[src/rtl/alu_arbiter.sv]
// alu_arbiter: shares one DATA_W-bit ALU between two valid/ready requesters.
// Round-robin arbitration in IDLE, single-cycle ops or an iterative restoring
// divider, and a tagged response held under backpressure.
// Optional feature macro: ALU_ARB_DIV_EN builds the divider and DIV state;
// without it op 3 reports an error like any illegal op.
//
// state | meaning
// IDLE  | waiting for an accept, READY follows the grant
// EXEC  | operands latched, single-cycle result or divider start
// DIV   | one restoring quotient bit per cycle, DATA_W cycles (divider builds only)
// RESP  | response valid, held until rsp_ready_i
module alu_arbiter #(
  parameter int DATA_W = 4
) (
  input  logic                  clk_i,
  input  logic                  rst_n_i,
  input  logic                  req0_valid_i,
  output logic                  req0_ready_o,
  input  logic [DATA_W-1:0]     req0_a_i,
  input  logic [DATA_W-1:0]     req0_b_i,
  input  logic [3:0]            req0_op_i,
  input  logic                  req1_valid_i,
  output logic                  req1_ready_o,
  input  logic [DATA_W-1:0]     req1_a_i,
  input  logic [DATA_W-1:0]     req1_b_i,
  input  logic [3:0]            req1_op_i,
  output logic                  rsp_valid_o,
  input  logic                  rsp_ready_i,
  output logic                  rsp_id_o,
  output logic [2*DATA_W-1:0]   rsp_result_o,
  output logic                  rsp_err_o,
  output logic                  busy_o
);

  localparam int RW = 2 * DATA_W;

  localparam logic [3:0] OP_ADD  = 4'd0;
  localparam logic [3:0] OP_SUB  = 4'd1;
  localparam logic [3:0] OP_MULT = 4'd2;
  localparam logic [3:0] OP_DIV  = 4'd3;
  localparam logic [3:0] OP_AND  = 4'd4;
  localparam logic [3:0] OP_OR   = 4'd5;

`ifdef ALU_ARB_DIV_EN
  typedef enum logic [1:0] {IDLE = 2'd0, EXEC = 2'd1, DIV = 2'd2, RESP = 2'd3} state_t;
  localparam int CW = (DATA_W > 1) ? $clog2(DATA_W) : 1;
`else
  typedef enum logic [1:0] {IDLE = 2'd0, EXEC = 2'd1, RESP = 2'd3} state_t;
`endif

  state_t state_q, state_d;

  logic              last_grant_q;
  logic              grant;
  logic              accept;
  logic [DATA_W-1:0] a_q, b_q;
  logic [3:0]        op_q;
  logic              id_q;
  logic [RW-1:0]     result_q;
  logic              err_q;
  logic [RW-1:0]     alu_res;
  logic              alu_err;
  logic              div_go;

`ifdef ALU_ARB_DIV_EN
  logic [DATA_W-1:0] rem_q, quo_q;
  logic [CW-1:0]     cnt_q;
  logic [DATA_W:0]   shifted;
  logic              div_ge;
  logic [DATA_W-1:0] rem_nx, quo_nx;
`endif

  // Round-robin grant: a lone valid wins, a tie goes to the requester that did not win last.
  always_comb begin
    grant = ~last_grant_q;
    if (req0_valid_i && !req1_valid_i) begin
      grant = 1'b0;
    end else if (req1_valid_i && !req0_valid_i) begin
      grant = 1'b1;
    end
    req0_ready_o = (state_q == IDLE) && (grant == 1'b0);
    req1_ready_o = (state_q == IDLE) && (grant == 1'b1);
    accept = (req0_ready_o && req0_valid_i) || (req1_ready_o && req1_valid_i);
  end

  // Single-cycle ALU on the latched operands; DIV by nonzero is handed to the divider.
  always_comb begin
    alu_res = '0;
    alu_err = 1'b0;
    div_go  = 1'b0;
    case (op_q)
      OP_ADD:  alu_res = RW'(a_q) + RW'(b_q);
      OP_SUB:  alu_res = (a_q >= b_q) ? RW'(a_q) - RW'(b_q) : '0;
      OP_MULT: alu_res = RW'(a_q) * RW'(b_q);
      OP_AND:  alu_res = RW'(a_q & b_q);
      OP_OR:   alu_res = RW'(a_q | b_q);
      OP_DIV: begin
`ifdef ALU_ARB_DIV_EN
        if (b_q == '0) begin
          alu_res = '1;
          alu_err = 1'b1;
        end else begin
          div_go = 1'b1;
        end
`else
        alu_err = 1'b1;
`endif
      end
      default: alu_err = 1'b1;
    endcase
  end

`ifdef ALU_ARB_DIV_EN
  // One restoring step: shift in the next dividend bit, subtract if it fits.
  always_comb begin
    shifted = {rem_q, quo_q[DATA_W-1]};
    div_ge  = shifted >= {1'b0, b_q};
    rem_nx  = div_ge ? DATA_W'(shifted - {1'b0, b_q}) : shifted[DATA_W-1:0];
    quo_nx  = {quo_q[DATA_W-2:0], div_ge};
  end
`endif

  // State register.
  always_ff @(posedge clk_i) begin
    if (!rst_n_i) begin
      state_q <= IDLE;
    end else begin
      state_q <= state_d;
    end
  end

  // Next-state logic.
  always_comb begin
    state_d = state_q;
    case (state_q)
      IDLE: if (accept) state_d = EXEC;
      EXEC: begin
`ifdef ALU_ARB_DIV_EN
        if (div_go) state_d = DIV;
        else        state_d = RESP;
`else
        state_d = RESP;
`endif
      end
`ifdef ALU_ARB_DIV_EN
      DIV:  if (cnt_q == '0) state_d = RESP;
`endif
      RESP: if (rsp_ready_i) state_d = IDLE;
      default: state_d = IDLE;
    endcase
  end

  // Request capture, arbitration history, result and divider registers.
  always_ff @(posedge clk_i) begin
    if (!rst_n_i) begin
      last_grant_q <= 1'b1;
      a_q          <= '0;
      b_q          <= '0;
      op_q         <= '0;
      id_q         <= 1'b0;
      result_q     <= '0;
      err_q        <= 1'b0;
`ifdef ALU_ARB_DIV_EN
      rem_q        <= '0;
      quo_q        <= '0;
      cnt_q        <= '0;
`endif
    end else begin
      if (accept) begin
        last_grant_q <= grant;
        id_q         <= grant;
        a_q          <= grant ? req1_a_i  : req0_a_i;
        b_q          <= grant ? req1_b_i  : req0_b_i;
        op_q         <= grant ? req1_op_i : req0_op_i;
      end
      if (state_q == EXEC && !div_go) begin
        result_q <= alu_res;
        err_q    <= alu_err;
      end
`ifdef ALU_ARB_DIV_EN
      if (state_q == EXEC && div_go) begin
        rem_q <= '0;
        quo_q <= a_q;
        cnt_q <= CW'(DATA_W - 1);
      end
      if (state_q == DIV) begin
        rem_q <= rem_nx;
        quo_q <= quo_nx;
        cnt_q <= cnt_q - 1'b1;
        if (cnt_q == '0) begin
          result_q <= RW'(quo_nx);
          err_q    <= 1'b0;
        end
      end
`endif
    end
  end

  assign rsp_valid_o  = (state_q == RESP);
  assign rsp_id_o     = id_q;
  assign rsp_result_o = result_q;
  assign rsp_err_o    = err_q;
  assign busy_o       = (state_q != IDLE);

endmodule

[config.mk]
export PLATFORM = sky130hd
export DESIGN_NAME = alu_arbiter
export DESIGN_NICKNAME = d
export VERILOG_FILES = /design/src/rtl/alu_arbiter.sv
export SDC_FILE = /design/constraint.sdc
export NUM_CORES = 1
export LEC_CHECK = 0
export ABC_AREA = 1
export CAP_MARGIN = 0
export CELL_PAD_IN_SITES_DETAIL_PLACEMENT = 0
export CELL_PAD_IN_SITES_GLOBAL_PLACEMENT = 1
export CORE_ASPECT_RATIO = 1.75
export CORE_MARGIN = 3
export CORE_UTILIZATION = 39
export CTS_CLUSTER_SIZE = 40
export DETAILED_ROUTE_END_ITERATION = 12
export GPL_ROUTABILITY_DRIVEN = 1
export HOLD_SLACK_MARGIN = 0.05
export PLACE_DENSITY = 0.95
export SLEW_MARGIN = 20
export SYNTH_ARGS = -nofsm -noshare
export SYNTH_HDL_FRONTEND = slang
export SYNTH_SLANG_ARGS = --single-unit
export TNS_END_PERCENT = 10
[constraint.sdc]
create_clock -name clk_i -period 8.1 [get_ports clk_i]
set_input_delay 1.215 -clock clk_i [delete_from_list [all_inputs] [get_ports clk_i]]
set_output_delay 1.215 -clock clk_i [all_outputs]
set_load 0.05 [all_outputs]
==> parameters.txt <==
Parameter                              Value

Status
  Result of the run ... completed

Cells and area
  Share of final-layout standard cells stronger than drive strength 1 ... under 10%
  Most frequent cells in the layout ... nand2_1 (83), inv_1 (53), clkdlybuf4s50_1 (42)
  Cell Count, Final, Fillers Out ... between 400 and 500
  Commonest non-fill, non-tap cell in the layout ... nand2_1
  Antenna Cells ... 0
  Fill count ... between 500 and 600
  Layout net count ... 409
  Syn-to-layout area delta ... 22.85%

STA
  Setup TNS ... 0 ns
  Number of max-slew violations in the final report ... 0
  Least-Margin Pin Slew ... approximately 0.68 ns
  Final setup violating endpoints ... 0
  Total count of hold-check failures in the final report ... 0
  Headroom to the max-slew limit ... 54.50%
  Worst hold margin ... ~0.47 ns
  Post-layout min period ... between 4 and 5 ns
  Share of the clock period used by the worst path after layout ... between 50 and 60%
  Worst-case clock skew ... 0.003394 ns
  Crit path setup slack, layout ... about 3.4 ns
  RSZ-0062 raised after global routing ... false
  Fmax ... between 0.2 and 0.25 GHz

Setup path
  Biggest cell delay along the critical path ... roughly 0.83 ns
  CP required ... 6.88 ns
  Worst-path fanout max ... 14
  Arrival time at the worst endpoint ... roughly 3.5 ns
  Crit Path Class ... in2out
  Most used cell along the critical path ... clkdlybuf4s50_1
  Crit path buf inv count ... 3
  Family of cells with the greatest summed delay on the critical path ... buffers and inverters
  Type of element capturing the critical path ... output pin
  Chain of cells forming the critical path ... clkdlybuf4s50_1 -> o21ai_2 -> inv_1 -> nor2_1 -> clkdlybuf4s50_1
  Reg-to-reg slack, setup ... approximately 5 ns
  Crit path launch type ... input port
  Slowest stage cell, crit path ... clkdlybuf4s50_1

CTS
  H-tree level count ... 1
  Later-pin clock latency in the skew report ... roughly 0.28 ns
  Total CTS buffers ... 3
  CTS Hold Buffers Added ... 0
  Buffer depth of the longest clock path ... 2
  Setup Buffers After CTS ... 0
  Master cell of the clock root buffer ... clkbuf_8
  CTS tree ... yes
  Clock sink count ... 25
  Clock slew at reported path FFs ... ~0.090 ns
  Cts repair resizes ... 0

Die
  Core box area ... roughly 5000 um^2
  Initial Utilization ... about two fifths
  Die Outline Area ... between 6000 and 7000 um^2
  Row count ... 34
  Overall die height ... 103.5 um
  Number of top-level pins ... 43
  Horizontal die dimension ... between 60 and 70 um

Global routing
  Combined global-route utilization of all metal layers ... between 15 and 20%
  Vias in the first global route ... ~1.9k
  Largest net degree at the start of global routing ... 26
  Final global-route overflow total ... 0
  Number of antenna violations at the first check in global routing ... 0
  Wire length of the first global-routing pass ... around 8100 um

Place
  Final GP Congestion ... between 0.8 and 0.9
  Post-Place Setup Slack ... roughly 3.4 ns
  Total placed cells including tap cells ... 399
  Port Buffer Count ... between 40 and 50
  Final HPWL from detailed placement ... 3916 um

Synth
  Warnings from Yosys ... 0
  Post-synth cell types ... 33
  Syn Area/Cell ... 6.815 um^2
  Synthesis-stage register bit count ... 25
  Dominant combinational cell family by area after synthesis ... simple AND/OR/NAND/NOR gates
  Area of the mapped netlist ... roughly 2100 um^2
  Complex-gate fraction of the synthesized area ... about 15%
  Share of synthesized area occupied by flip-flops and latches ... 23.61%
  Cell count after synthesis ... 311
  Nets in the synthesized netlist ... 370
  Share of synthesized cell area in full adder, half adder and majority cells ... between 10% and 20%
  XOR/XNOR share of the synthesized area ... less than 1%
  Basic-gate share of the synthesized area counting and, or, nand and nor cells ... 28.69%
  Multiplexer fraction of the synthesized cell area ... 0%

Routing
  Average via count per standard cell ... between 4 and 5
  Pre-Repair DR Iteration Count ... 5
  Residual antenna-violating net count after detailed routing ... 0
  Iteration-0 DRC count of the detailed router ... 67
  Per-cell routed wire length ... approximately 11 um
  Remaining routing DRC violations ... 0
  Detailed-route via count ... 1,994
  Routed wire length ... 4616 um

Min path
  Classification of the worst-slack hold path ... reg2reg

Power and ir drop
  Peak VDD IR ... 81.27 uV
  Overall power consumption ... 0.0004647 W
  Pwr/cell area ... roughly 180 nW/um^2
  Static Leak ... approximately 1.3 nW

Flow run
  Number of maximum-capacitance violations ... 0
==> per-layer routing <==
layer	global-route usage (%)	vias up	part of all wire, %
met3	1.494	17	2.6
met4	8.346	0	4.5
met2	28.41	43	54
met5	0	-	0
met1	17.31	869	39
li1	-	1065	-
==> cells by family after synthesis <==
logic type,after synthesis
flops,25
xor+xnor,1
fa+ha+maj,30
compound gates,51
buf+inv,67
simple gates,137
==> stage by stage <==
| step | util, % | area [um^2] |
|---|---|---|
| 2_1_floorplan | - | 2120 |
| 3_3_place_gp | 50.05 | 2555 |
| 3_5_place_dp | 50.05 | 2555 |
| 4_1_cts | 51.00 | 2604 |
| 5_1_grt | 51.00 | 2604 |
| 6_report | 51.00 | 2604 |
==> state kept, by name, indices dropped and copies added, names as in the netlist <==
register      count
op_q              4
rsp_err_o         1
rsp_id_o          1
a_q               4
rsp_result_o      8
b_q               4
state_q           2
last_grant_q      1
==> synth_stat cells, drive strengths merged <==
cell	count	area, um^2
nand2	88	347.8
inv	58	217.7
dfxtp	25	500.5
nand3	25	125.1
ha	24	300.3
a21oi	20	107.6
o21ai	15	82.58
nor2	14	55.06
o211ai	12	90.09
fa	6	120.1
buf	5	36.28
nand4	3	18.77
nor3	3	36.29
or2	3	18.77
a31oi	2	12.51
clkbuf	2	7.510
clkinv	1	3.750
dlygate4sd1	1	8.760
nor4	1	6.260
o21bai	1	7.510
o31ai	1	7.510
xor2	1	8.760
==> power by group <==
group          internal (W)  switching, W
clock network     0.0000350     0.0000424
registers          0.000139     0.0000224
logic             0.0000858      0.000140
==> worst min-delay path: stages (launching register included) <==
cell,delay (ns)
dfxtp_1,0.32
nand2_1,0.06
a21oi_1,0.05
==> path summary, 6_finish.rpt <==
| kind | depth (start not counted) | endpoint | startpoint |
|---|---|---|---|
| setup / recovery | 5 | req1_ready_o | req0_valid_i |
| hold / removal | 2 | rsp_result_o[3] | rsp_result_o[3] |
| setup reg to reg | 11 | rsp_result_o[3] | a_q[0] |
| hold reg to reg | 2 | rsp_result_o[3] | rsp_result_o[3] |
==> cell type report <==
class,instances,area [um^2],area share [%]
timing repair buffer,42,420.4,16.15
multi-input combinational,219,1345,51.66
clock buffer,3,41.29,1.586
inverter,59,221.5,8.506
tap,54,67.56,2.595
sequential,25,500.5,19.22
clock inverter,1,7.507,0.2883
Power figures use the tool's default switching activity.
